$ cat src/rtl/softmax_pkg.sv
// Shared sizing defaults for the softmax output row collector.
package softmax_pkg;
  localparam int DEF_D_W   = 8;
  localparam int DEF_N     = 32;
  localparam int DEF_IDX_W = 16;
  localparam int CNT_W     = $clog2(DEF_N) + 1;

  typedef logic signed [DEF_N-1:0][DEF_D_W-1:0] row_t;
endpackage

$ cat src/rtl/row_bank.sv
// One N-entry element bank: indexed write, sync clear, packed row read.
module row_bank
  import softmax_pkg::*;
#(
  parameter int D_W = DEF_D_W,
  parameter int N   = DEF_N,
  parameter int AW  = $clog2(N)
) (
  input  logic             clk,
  input  logic             rst,
  input  logic             we_i,
  input  logic [AW-1:0]    idx_i,
  input  logic [D_W-1:0]   d_i,
  output logic [N*D_W-1:0] row_o
);

  logic [N-1:0][D_W-1:0] mem_q;

  always_ff @(posedge clk) begin
    if (rst) begin
      mem_q <= '0;
    end else if (we_i) begin
      mem_q[idx_i] <= d_i;
    end
  end

  assign row_o = mem_q;

endmodule

$ cat src/rtl/softmax_row_collector.sv
// Packs softmax elements into ping-pong row banks with a valid/ready drain.
// Optional SOFTMAX_COLLECT_ROWSUM_EN adds a per-row signed sum output.
module softmax_row_collector
  import softmax_pkg::*;
#(
  parameter int D_W   = DEF_D_W,
  parameter int N     = DEF_N,
  parameter int IDX_W = DEF_IDX_W
) (
  input  logic                  clk,
  input  logic                  rst,
  input  logic                  in_valid,
  input  logic signed [D_W-1:0] qin,
  output logic                  stall,
  output logic                  out_valid,
  input  logic                  out_ready,
  output logic [N*D_W-1:0]      out_data,
  output logic [IDX_W-1:0]      out_row_idx,
  output logic                  overflow
`ifdef SOFTMAX_COLLECT_ROWSUM_EN
  ,
  output logic signed [D_W+$clog2(N)-1:0] out_rowsum
`endif
);

  localparam int AW = $clog2(N);
  localparam int CW = AW + 1;

  logic [1:0]       full_q, full_d;
  logic             wr_bank_q, rd_bank_q;
  logic [CW-1:0]    wr_cntr_q;
  logic [IDX_W-1:0] idx_q;
  logic             ovf_q;

  logic cap, pop, last;
  logic [N*D_W-1:0] row0, row1;

  assign stall = full_q[wr_bank_q];
  assign cap   = in_valid && !stall;
  assign pop   = full_q[rd_bank_q] && out_ready;
  assign last  = (wr_cntr_q == CW'(N - 1));

  row_bank #(.D_W(D_W), .N(N)) u_b0 (
    .clk  (clk),
    .rst  (rst),
    .we_i (cap && !wr_bank_q),
    .idx_i(wr_cntr_q[AW-1:0]),
    .d_i  (qin),
    .row_o(row0)
  );

  row_bank #(.D_W(D_W), .N(N)) u_b1 (
    .clk  (clk),
    .rst  (rst),
    .we_i (cap && wr_bank_q),
    .idx_i(wr_cntr_q[AW-1:0]),
    .d_i  (qin),
    .row_o(row1)
  );

  // A capturing bank is never full and a popping bank always is,
  // so completion and pop always hit different flags.
  always_comb begin
    full_d = full_q;
    if (pop)         full_d[rd_bank_q] = 1'b0;
    if (cap && last) full_d[wr_bank_q] = 1'b1;
  end

  always_ff @(posedge clk) begin
    if (rst) begin
      full_q    <= '0;
      wr_bank_q <= 1'b0;
      rd_bank_q <= 1'b0;
      wr_cntr_q <= '0;
      idx_q     <= '0;
      ovf_q     <= 1'b0;
    end else begin
      full_q <= full_d;
      if (cap) begin
        if (last) begin
          wr_cntr_q <= '0;
          wr_bank_q <= ~wr_bank_q;
        end else begin
          wr_cntr_q <= wr_cntr_q + 1'b1;
        end
      end
      if (in_valid && stall) ovf_q <= 1'b1;
      if (pop) begin
        rd_bank_q <= ~rd_bank_q;
        idx_q     <= idx_q + 1'b1;
      end
    end
  end

  assign out_valid   = full_q[rd_bank_q];
  assign out_data    = rd_bank_q ? row1 : row0;
  assign out_row_idx = idx_q;
  assign overflow    = ovf_q;

`ifdef SOFTMAX_COLLECT_ROWSUM_EN
  localparam int SW = D_W + AW;

  logic signed [SW-1:0] sum_q [2];
  logic signed [SW-1:0] sum_base;
  logic signed [SW-1:0] qin_x;

  assign qin_x    = {{(SW-D_W){qin[D_W-1]}}, qin};
  assign sum_base = (wr_cntr_q == '0) ? '0 : sum_q[wr_bank_q];

  always_ff @(posedge clk) begin
    if (rst) begin
      sum_q[0] <= '0;
      sum_q[1] <= '0;
    end else if (cap) begin
      sum_q[wr_bank_q] <= sum_base + qin_x;
    end
  end

  assign out_rowsum = sum_q[rd_bank_q];
`endif

endmodule

$ cat config.mk
export PLATFORM = sky130hd
export DESIGN_NAME = softmax_row_collector
export DESIGN_NICKNAME = d
export VERILOG_FILES = /design/src/rtl/softmax_pkg.sv /design/src/rtl/row_bank.sv /design/src/rtl/softmax_row_collector.sv
export SDC_FILE = /design/constraint.sdc
export NUM_CORES = 1
export LEC_CHECK = 0
export ABC_AREA = 1
export CAP_MARGIN = 20
export CORE_MARGIN = 1.5
export CORE_UTILIZATION = 57
export CTS_BUF_LIST = sky130_fd_sc_hd__clkbuf_2
export DETAILED_ROUTE_END_ITERATION = 7
export PLACE_DENSITY = 0.94
export SYNTH_ARGS = -nofsm -noshare
export SYNTH_HDL_FRONTEND = slang
export SYNTH_SLANG_ARGS = --single-unit
$ cat constraint.sdc
create_clock -name clk -period 1.5 [get_ports clk]
set_input_delay 0.15 -clock clk [delete_from_list [all_inputs] [get_ports clk]]
set_output_delay 0.15 -clock clk [all_outputs]
set_load 0.02 [all_outputs]
==> results.sh <==
export IMPL_status="complete, but fails checks"
export IMPL_violations="negative setup slack"
export IMPL_async_reset_ff_share_pct=0
export IMPL_drtIter0Drc=1969
export IMPL_seqCellArea_sq_mm=0.0108
export IMPL_worst_setup_path_type="register to output pin"
export IMPL_crit_chain="inv_12, buf_16, nand2_1, nand2_1, clkdlybuf4s15_2"
export IMPL_clk_latency_ns=1.12
export IMPL_final_cells=4410
export IMPL_rsz0062_at_grt="true"
export IMPL_required_ns=1.35
export IMPL_yosysTopAreaCellShare_pct=48.4
export IMPL_ys_warn_count=0
export IMPL_worstMarginPinSlew_ns=0.636
export IMPL_fmax_mhz=401
export IMPL_die_h_um=201
export IMPL_finalHoldWorstSlack_ns=0.104
export IMPL_groute_usage_overall_pct=33.7
export IMPL_finalWorstSetupSlack_ns=-0.994
export IMPL_core_rowCount=72
export IMPL_cp_common_cell="nand2_1"
export IMPL_synth_fp_nets=3391
export IMPL_wl_per_cell_um=15.8
export IMPL_tns_ns=-303.53
export IMPL_clk_transition_reported_paths_ns=0.09
export IMPL_fin_nets=3835
export IMPL_cts_sinks=539
export IMPL_fin_area_sq_mm=0.0279
export IMPL_yosysUniqueCellTypes=24
export IMPL_ys_top_cells_by_count="nor2_1 (1086), nand2_1 (878), dfxtp_1 (539)"
export IMPL_fillerInstances=2880
export IMPL_drc=0
export IMPL_root_buffer="clkbuf_2"
export IMPL_synth_most_common_cell="nor2_1"
export IMPL_tritoncts="built"
export IMPL_vias_per_cell=5.40
export IMPL_crit_slowest_cell="dfxtp_4"
export IMPL_multi_input_area_sq_mm=0.0105
export IMPL_place_gp_congestion=0.871
export IMPL_slew_headroom_pct=57.6
export IMPL_ys_seq_area_share_pct=48.4
export IMPL_postLayoutCoreUtil_pct=72.2
export IMPL_grt_pass1_wl_um=111000
export IMPL_critical_path_max_stage_delay_ns=0.41
export IMPL_synth_edff_count=0
export IMPL_crit_path_start_kind="register"
export IMPL_p_total_mw=25.7
export IMPL_dpl_cell_area_sq_mm=0.0270
export IMPL_grt_ovfl_total=0
export IMPL_synth_area_leaders="dfxtp_1 (48%), nor2_1 (18%), nand2_1 (15%)"
export IMPL_syn_cell_area_sq_mm=0.0223
export IMPL_cap_viol_max_count=0
export IMPL_avgSynthCellArea_sq_um=6.60
export IMPL_grt_start_max_net_pins=65
export IMPL_post_route_period_util_pct=166
export IMPL_ios=287
export IMPL_floorplan_initialDensity_pct=57.6
export IMPL_synth_seq_cells=539
export IMPL_finClkSkew_ns=0.0891
export IMPL_antenna_found_initial=1
export IMPL_synth_largest_area_cell="dfxtp_1"
export IMPL_wirelength_um=69600
export IMPL_cp_end_kind="output pin"
export IMPL_hold_violations=0
export IMPL_grt_pass1_vias=22600
export IMPL_irDropWorstVdd_v=0.000511
export IMPL_dp_cells=4182
export IMPL_pre_cts_slack_ns=-0.398
export IMPL_syn2layout_area_growth_pct=25.2
export IMPL_report_final_slew_viol_count=0
export IMPL_clockBufferDepth=3
export IMPL_fp_coreArea_sq_mm=0.0386
export IMPL_hold_path_class="input pin to register"
export IMPL_power_leakage_nw=12.6
export IMPL_dr_pass1_iters=6
export IMPL_powerDensity_mw_per_mm2=922
export IMPL_post_dp_hpwl_um=42800
export IMPL_crit_fanout=39
export IMPL_vias=23800
export IMPL_period_needed_ns=2.49
export IMPL_die_x_um=201
export IMPL_die_area_sq_mm=0.0403
export IMPL_io_buffer_count=286
export IMPL_critPathArrivalTime_ns=2.34
export IMPL_cts_htree_levels=4
export IMPL_synthCells=3374
export IMPL_drive_gt1_share_pct=17.8
export IMPL_ant_nets=0
export IMPL_synth_ff_type="dfxtp_1"
export IMPL_setup_viol=773
export IMPL_numCtsBuffers=136
[cell type report]
class / count / share of cell area (%)
Sequential cell: 539 / 38.7
Antenna cell: 1 / 0.00897
Clock buffer: 186 / 3.34
Inverter: 104 / 1.47
Clock inverter: 25 / 0.794
Tap cell: 518 / 2.32
Multi-Input combinational cell: 2554 / 37.5
Timing Repair Buffer: 483 / 15.8
[placed cells by master (no fill, tap or decap), types with 5 or more instances in the layout]
cell,n
nor2_1,1086
nand2_1,851
dfxtp_1,538
o21ai_0,522
clkbuf_2,294
buf_4,153
inv_1,86
clkdlybuf4s15_2,68
buf_12,39
buf_6,38
nand2_2,37
clkdlybuf4s50_1,20
nand3_1,19
inv_2,19
buf_2,16
a21oi_1,15
dlygate4sd3_1,12
dlygate4sd2_1,12
clkinv_1,10
clkdlybuf4s15_1,10
nor2_2,5
nand4_1,5
ha_1,5
[report_power, final]
group	internal [mW]	switching, mW
clock	3.98	5.81
combinational	0.511	1.02
sequential	14.4	0.0317
[per-layer routing]
layer  vias up  part of all wire, %  track usage [%]
li1      11500                    -                -
met3       236                  9.8             7.91
met2      1269                   47             55.7
met1     10800                   39             40.6
met4         0                  4.3             19.0
met5         -                    0                0
[what timing repair did]
item	4_1_cts	5_1_grt
endpoints found under the setup margin	781	810
pin swaps	6	1
setup buffers	2	1
endpoints found under the hold margin	528	0
resized for setup	648	276
hold buffers	12	0
cloned	1	0
[worst max-delay path: cells and delay by family, from the launching register on]
family | cells | cell delay, ns
and+or+nand+nor | 2 | 0.19
buffers and inverters | 3 | 0.67
DFF | 1 | 0.41
[sequential cells by signal (all words and copies together), names as in the netlist]
| register | flops |
|---|---|
| wr_cntr_q | 6 |
| u_b0.row_o | 256 |
| full_q | 2 |
| out_row_idx | 16 |
| rd_bank_q | 1 |
| u_b1.row_o | 256 |
| wr_bank_q | 1 |
| overflow | 1 |
[kinds of logic (layout without fill, tap and decap cells)]
family	count (synthesis)	after routing	share of synthesized area [%]
simple gates	2008	2008	34.2
fa+ha+maj	5	5	0.281
xor+xnor	1	1	0.0393
compound gates	540	540	12.2
flops	539	539	48.4
other cells	0	1	0
buf+inv	281	798	4.88
[worst paths after layout]
kind                                      from               to  slack [ns]  cells past startpoint
worst min-delay path                    qin[2]   u_b0.row_o[98]        0.10                      4
worst max register to register    wr_cntr_q[0]  u_b0.row_o[139]       -0.41                      9
worst min register to register  u_b0.row_o[94]   u_b0.row_o[94]        0.49                      2
worst max-delay path                 rd_bank_q     out_data[87]       -0.99                      5
Note: power is estimated with default switching activity, not from simulation.
